## src/rtl/joint_distr_job_ctrl.sv

```systemverilog
// Job sequencer for the BOOST joint-distribution PE array: accepts one job, starts the
// array, counts emitted tables, enforces a watchdog and reports a status word.
module joint_distr_job_ctrl #(
  parameter int PE_WIDTH     = 16,
  parameter int BLOCK_WIDTH  = 16,
  parameter int ADDR_WIDTH   = 32,
  parameter int TIMEOUT_W    = 32,
  parameter int DRAIN_CYCLES = 4
) (
  input  logic                    clk,
  input  logic                    rst_n,
  input  logic                    cmd_valid,
  output logic                    cmd_ready,
  input  logic [PE_WIDTH-1:0]     cmd_snp_num,
  input  logic [BLOCK_WIDTH-1:0]  cmd_snp_length,
  input  logic [ADDR_WIDTH-1:0]   cmd_base_addr,
  input  logic [TIMEOUT_W-1:0]    cfg_timeout,
  output logic                    arr_rst,
  output logic                    arr_start,
  output logic [PE_WIDTH-1:0]     arr_snp_num,
  output logic [BLOCK_WIDTH-1:0]  arr_snp_length,
  output logic [ADDR_WIDTH-1:0]   arr_base_addr,
  input  logic                    arr_done,
  input  logic                    arr_table_valid,
  output logic                    busy,
  output logic                    job_done,
  output logic [1:0]              job_status,
  output logic [2*PE_WIDTH-1:0]   job_table_count,
  output logic [TIMEOUT_W-1:0]    job_cycles
);

  localparam int CW = 2 * PE_WIDTH;
  localparam int DW = (DRAIN_CYCLES > 1) ? $clog2(DRAIN_CYCLES) : 1;

  typedef enum logic [2:0] {
    S_IDLE, S_LOAD, S_START, S_RUN, S_DRAIN, S_ABORT, S_REPORT
  } state_t;

  typedef enum logic [1:0] {
    ST_OK, ST_MISMATCH, ST_TIMEOUT, ST_INVALID
  } status_t;

  state_t                 state_q, state_d;
  logic                   arr_rst_q, arr_rst_d;
  logic [PE_WIDTH-1:0]    snp_num_q, snp_num_d;
  logic [BLOCK_WIDTH-1:0] snp_len_q, snp_len_d;
  logic [ADDR_WIDTH-1:0]  base_q, base_d;
  logic [TIMEOUT_W-1:0]   timeout_q, timeout_d;
  logic [CW-1:0]          exp_q, exp_d;
  logic [CW-1:0]          cnt_q, cnt_d;
  logic [TIMEOUT_W-1:0]   cyc_q, cyc_d;
  logic [DW-1:0]          drain_q, drain_d;
  logic                   abort_q, abort_d;
  status_t                rpt_status_q, rpt_status_d;
  logic [CW-1:0]          rpt_count_q, rpt_count_d;
  logic [TIMEOUT_W-1:0]   rpt_cycles_q, rpt_cycles_d;

  status_t                status_next;
  logic [CW-1:0]          prod;
  logic [PE_WIDTH-1:0]    snp_num_m1;
  logic [TIMEOUT_W-1:0]   cyc_inc;

  assign cmd_ready       = (state_q == S_IDLE) && !arr_rst_q;
  assign arr_rst         = arr_rst_q;
  assign arr_start       = (state_q == S_START);
  assign arr_snp_num     = snp_num_q;
  assign arr_snp_length  = snp_len_q;
  assign arr_base_addr   = base_q;
  assign busy            = (state_q != S_IDLE);
  assign job_done        = (state_q == S_REPORT);
  assign job_status      = rpt_status_q;
  assign job_table_count = rpt_count_q;
  assign job_cycles      = rpt_cycles_q;

  assign snp_num_m1 = snp_num_q - PE_WIDTH'(1);
  assign prod       = {{PE_WIDTH{1'b0}}, snp_num_q} * {{PE_WIDTH{1'b0}}, snp_num_m1};
  assign cyc_inc    = (cyc_q == '1) ? cyc_q : cyc_q + TIMEOUT_W'(1);

  always_comb begin
    state_d      = state_q;
    snp_num_d    = snp_num_q;
    snp_len_d    = snp_len_q;
    base_d       = base_q;
    timeout_d    = timeout_q;
    exp_d        = exp_q;
    cyc_d        = cyc_q;
    drain_d      = drain_q;
    abort_d      = abort_q;
    rpt_status_d = rpt_status_q;
    rpt_count_d  = rpt_count_q;
    rpt_cycles_d = rpt_cycles_q;
    status_next  = ST_OK;

    // Tables are counted while the array may still emit them; done-cycle tables included.
    cnt_d = cnt_q;
    if (arr_table_valid && (cnt_q != '1) &&
        (state_q == S_START || state_q == S_RUN || state_q == S_DRAIN))
      cnt_d = cnt_q + CW'(1);

    case (state_q)
      S_IDLE: begin
        if (cmd_valid && cmd_ready) begin
          snp_num_d = cmd_snp_num;
          snp_len_d = cmd_snp_length;
          base_d    = cmd_base_addr;
          timeout_d = cfg_timeout;
          state_d   = S_LOAD;
        end
      end
      S_LOAD: begin
        cnt_d = '0;
        cyc_d = '0;
        exp_d = prod >> 1;
        if (snp_num_q < PE_WIDTH'(2) || snp_len_q == '0) begin
          status_next = ST_INVALID;
          state_d     = S_REPORT;
        end else begin
          state_d = S_START;
        end
      end
      S_START: begin
        cyc_d   = TIMEOUT_W'(1);
        state_d = S_RUN;
      end
      S_RUN: begin
        if (arr_done) begin
          cyc_d   = cyc_inc;
          drain_d = DW'(DRAIN_CYCLES - 1);
          state_d = S_DRAIN;
        end else if (timeout_q != '0 && cyc_q == timeout_q) begin
          abort_d = 1'b0;
          state_d = S_ABORT;
        end else begin
          cyc_d = cyc_inc;
        end
      end
      S_DRAIN: begin
        if (drain_q == '0) begin
          status_next = (cnt_d == exp_q) ? ST_OK : ST_MISMATCH;
          state_d     = S_REPORT;
        end else begin
          drain_d = drain_q - DW'(1);
        end
      end
      S_ABORT: begin
        if (abort_q) begin
          status_next = ST_TIMEOUT;
          state_d     = S_REPORT;
        end else begin
          abort_d = 1'b1;
        end
      end
      S_REPORT: state_d = S_IDLE;
      default:  state_d = S_IDLE;
    endcase

    if (state_d == S_REPORT && state_q != S_REPORT) begin
      rpt_status_d = status_next;
      rpt_count_d  = cnt_d;
      rpt_cycles_d = cyc_d;
    end

    arr_rst_d = (state_d == S_ABORT);
  end

  always_ff @(posedge clk or negedge rst_n) begin
    if (!rst_n) begin
      state_q      <= S_IDLE;
      arr_rst_q    <= 1'b1;
      snp_num_q    <= '0;
      snp_len_q    <= '0;
      base_q       <= '0;
      timeout_q    <= '0;
      exp_q        <= '0;
      cnt_q        <= '0;
      cyc_q        <= '0;
      drain_q      <= '0;
      abort_q      <= 1'b0;
      rpt_status_q <= ST_OK;
      rpt_count_q  <= '0;
      rpt_cycles_q <= '0;
    end else begin
      state_q      <= state_d;
      arr_rst_q    <= arr_rst_d;
      snp_num_q    <= snp_num_d;
      snp_len_q    <= snp_len_d;
      base_q       <= base_d;
      timeout_q    <= timeout_d;
      exp_q        <= exp_d;
      cnt_q        <= cnt_d;
      cyc_q        <= cyc_d;
      drain_q      <= drain_d;
      abort_q      <= abort_d;
      rpt_status_q <= rpt_status_d;
      rpt_count_q  <= rpt_count_d;
      rpt_cycles_q <= rpt_cycles_d;
    end
  end

endmodule

```

## config.mk

```make
export PLATFORM = sky130hd
export DESIGN_NAME = joint_distr_job_ctrl
export DESIGN_NICKNAME = d
export VERILOG_FILES = /design/src/rtl/joint_distr_job_ctrl.sv
export SDC_FILE = /design/constraint.sdc
export NUM_CORES = 1
export LEC_CHECK = 0
export CAP_MARGIN = 5
export CORE_ASPECT_RATIO = 1.25
export CORE_UTILIZATION = 30
export DETAILED_ROUTE_END_ITERATION = 8
export REMOVE_ABC_BUFFERS = 1
export SETUP_SLACK_MARGIN = 0.15
export SLEW_MARGIN = 10
export SYNTH_ARGS = -nofsm -noshare
export SYNTH_HDL_FRONTEND = slang
export SYNTH_SLANG_ARGS = --single-unit
```

## constraint.sdc

```tcl
create_clock -name clk -period 8.55 [get_ports clk]
set_clock_uncertainty 0.05 [all_clocks]
set_input_delay 1.2825 -clock clk [delete_from_list [all_inputs] [get_ports clk]]
set_output_delay 1.2825 -clock clk [all_outputs]
set_load 0.005 [all_outputs]
```

==> flow_metrics.env <==
export IMPL_worst_path_buf_inv=3
export IMPL_synth_commonest_cells="inv_1, dfrtp_1, fa_1"
export IMPL_grtUsageTotal=0.164
export IMPL_synth_top_area_frac=0.303
export IMPL_clk_pin_slew_ps=60
export IMPL_synth_distinct_cells=98
export IMPL_antenna_found_initial=0
export IMPL_cts_sinks=264
export IMPL_gp_congestion=0.937
export IMPL_n_antenna_cell=0
export IMPL_yosys_area_top_type="dfrtp_1"
export IMPL_slowest_delay_ps=550
export IMPL_layout_setup_ws_ps=552
export IMPL_cap_violations=0
export IMPL_dpl_worst_slack_ps=338
export IMPL_dp_hpwl_um=46600
export IMPL_final_cell_area_sq_um=26100
export IMPL_synthArstFlopShare=1.00
export IMPL_synth_edf_count=0
export IMPL_ctsHoldBuffers=0
export IMPL_yosys_warnings=0
export IMPL_hp_class="reg2reg"
export IMPL_ff2ff_setup_slack_ps=550
export IMPL_cp_start_kind="flop"
export IMPL_setup_violations=0
export IMPL_hold_viol_final=0
export IMPL_crit_family="adder cells"
export IMPL_core_area_sq_um=71800
export IMPL_nNetsFinal=2797
export IMPL_endpoint_kind="flop"
export IMPL_crit_arrival_ps=8410
export IMPL_synth_flop_cell="dfrtp_1"
export IMPL_post_cts_resized=0
export IMPL_root_buffer="clkbuf_16"
export IMPL_cts_setup_buffers=0
export IMPL_grt_first_pass_wirelength_um=96500
export IMPL_via_count=16200
export IMPL_synth_cells=2179
export IMPL_placed_cell_area_sq_um=25000
export IMPL_reg2regPathDepth=25
export IMPL_hold_depth=2
export IMPL_final_min_clock_period_ps=8000
export IMPL_start_util=0.303
export IMPL_worstSetupPathType="reg2reg"
export IMPL_routed_wl_um=60000
export IMPL_hold_end="job_table_count[23]"
export IMPL_dieWidth_um=243
export IMPL_min_period_over_period=0.935
export IMPL_grt_pass1_vias=17400
export IMPL_worst_slew_pin_slew_ps=1050
export IMPL_clkLatencyLatePin_ps=600
export IMPL_path_max_fanout=15
export IMPL_area_growth_pct=19.9
export IMPL_synth_seq_cells=264
export IMPL_routedWlPerCell_um=17.9
export IMPL_crit_required_ps=8960
export IMPL_crit_top_cell="fa_1"
export IMPL_ioPinCount=236
export IMPL_rr_startpoint="arr_snp_num[8]"
export IMPL_hold_start="job_table_count[23]"
export IMPL_yosysMostFrequentCell="inv_1"
export IMPL_cts_buffers=31
export IMPL_antenna_left=0
export IMPL_die_h_um=303
export IMPL_rr_endpoint="exp_q[30]"
export IMPL_die_area_sq_um=73500
export IMPL_drt_iter0_markers=881
export IMPL_synth_area_top_cells="dfrtp_1, fa_1, ha_1, mux2_2, inv_1"
export IMPL_drcViolationCount=0
export IMPL_cts_tree="yes"
export IMPL_fmax_mhz=125
export IMPL_slowest_stage="or4_1"
export IMPL_relSlewSlack=0.299
export IMPL_drv_slew=0
export IMPL_rsz0062_at_grt="yes"
export IMPL_rows=110
export IMPL_layout_drive_gt1_share=0.106
export IMPL_synthesis_area_sq_um=21700
export IMPL_io_buffers=235
export IMPL_grt_overflow=0
export IMPL_avgSynthCellArea_sq_um=9.97
export IMPL_dr_pass1_iters=5
export IMPL_ys_seq_area_frac=0.304
export IMPL_grt_max_degree=161
export IMPL_setup_tns_ps=0
export IMPL_status="finished clean"
export IMPL_drt_vias_per_instance=4.85
export IMPL_cts_max_level=1
export IMPL_cts_buffer_depth=3
[worst min-delay path: stages, from the launching register on]
cell,delay [ps]
dfrtp_1,340
nand2_1,50
nand2_1,50
[layout make-up]
type	instances	area [sq um]
sequential	264	6610
clock buffer	46	912
inverter	275	1030
tap	952	1190
multi-input combinational	1542	13600
timing repair buffer	264	2590
fill	7213	45800
clock inverter	10	123
[cells by family (layout without fill, tap and decap cells)]
logic type | count (synthesis) | count (layout) | share of synthesized area
multiplexers | 131 | 131 | 0.0678
AO/OA/AOI/OAI | 255 | 255 | 0.0757
buffers and inverters | 373 | 595 | 0.0712
XOR/XNOR | 118 | 118 | 0.0495
flip-flops | 264 | 264 | 0.304
AND/OR/NAND/NOR | 720 | 720 | 0.182
adder cells (fa/ha/maj) | 318 | 318 | 0.250
[sequential cells by signal (all words and copies together) (netlist names)]
signal           cells
arr_base_addr       32
cnt_q               32
cyc_q               32
job_cycles          32
job_table_count     32
timeout_q           32
exp_q               31
arr_snp_length      16
arr_snp_num         16
state_q              3
drain_q              2
job_status           2
abort_q              1
arr_rst              1
[routing by layer]
layer  vias to the layer above  track usage  share of wire
li1                       7577            -              -
met1                      8115        0.201           0.42
met2                       449        0.294           0.50
met3                       108       0.0235          0.049
met4                         0       0.0533          0.031
met5                         -            0              0
[through the flow]
stage          cells  hold slack, ps   util
2_1_floorplan   2081             394      -
3_3_place_gp    3297             411  0.348
3_5_place_dp    3297             418  0.348
4_1_cts         3353             431  0.363
5_1_grt         3353             458  0.363
6_report        3353             427  0.363
[cells in the final DEF (no fill, tap or decap), types with 10 or more instances in the layout]
| cell type | instances |
|---|---|
| and2_1 | 10 |
| nand2_1 | 166 |
| or3_1 | 14 |
| a21oi_1 | 56 |
| xnor2_1 | 46 |
| a21o_1 | 11 |
| mux2_2 | 129 |
| clkbuf_16 | 31 |
| ha_1 | 122 |
| o21ai_0 | 81 |
| clkdlybuf4s50_1 | 234 |
| nor2_1 | 112 |
| xor2_1 | 68 |
| fa_1 | 194 |
| nor3_1 | 20 |
| a31oi_1 | 29 |
| or2b_1 | 10 |
| dfrtp_1 | 263 |
| or4_1 | 11 |
| nor2b_1 | 72 |
| nand3_1 | 38 |
| nor4_1 | 38 |
| buf_4 | 28 |
| nand2b_1 | 135 |
| nand4_1 | 26 |
| inv_1 | 273 |
| and3_1 | 16 |
[how the worst max path moves through the flow]
stage / start / end / cells past startpoint
2_1_floorplan: arr_snp_num[8] / exp_q[27] / 23
3_3_place_gp: arr_snp_num[8] / exp_q[28] / 25
3_5_place_dp: arr_snp_num[8] / exp_q[28] / 25
4_1_cts: arr_snp_num[8] / exp_q[28] / 25
5_1_grt: arr_snp_num[8] / exp_q[29] / 24
6_report: arr_snp_num[8] / exp_q[30] / 25
Power is left out: the tool's default activity adds up to more than one toggle a clock period on the data nets, which glitch-free logic cannot reach.
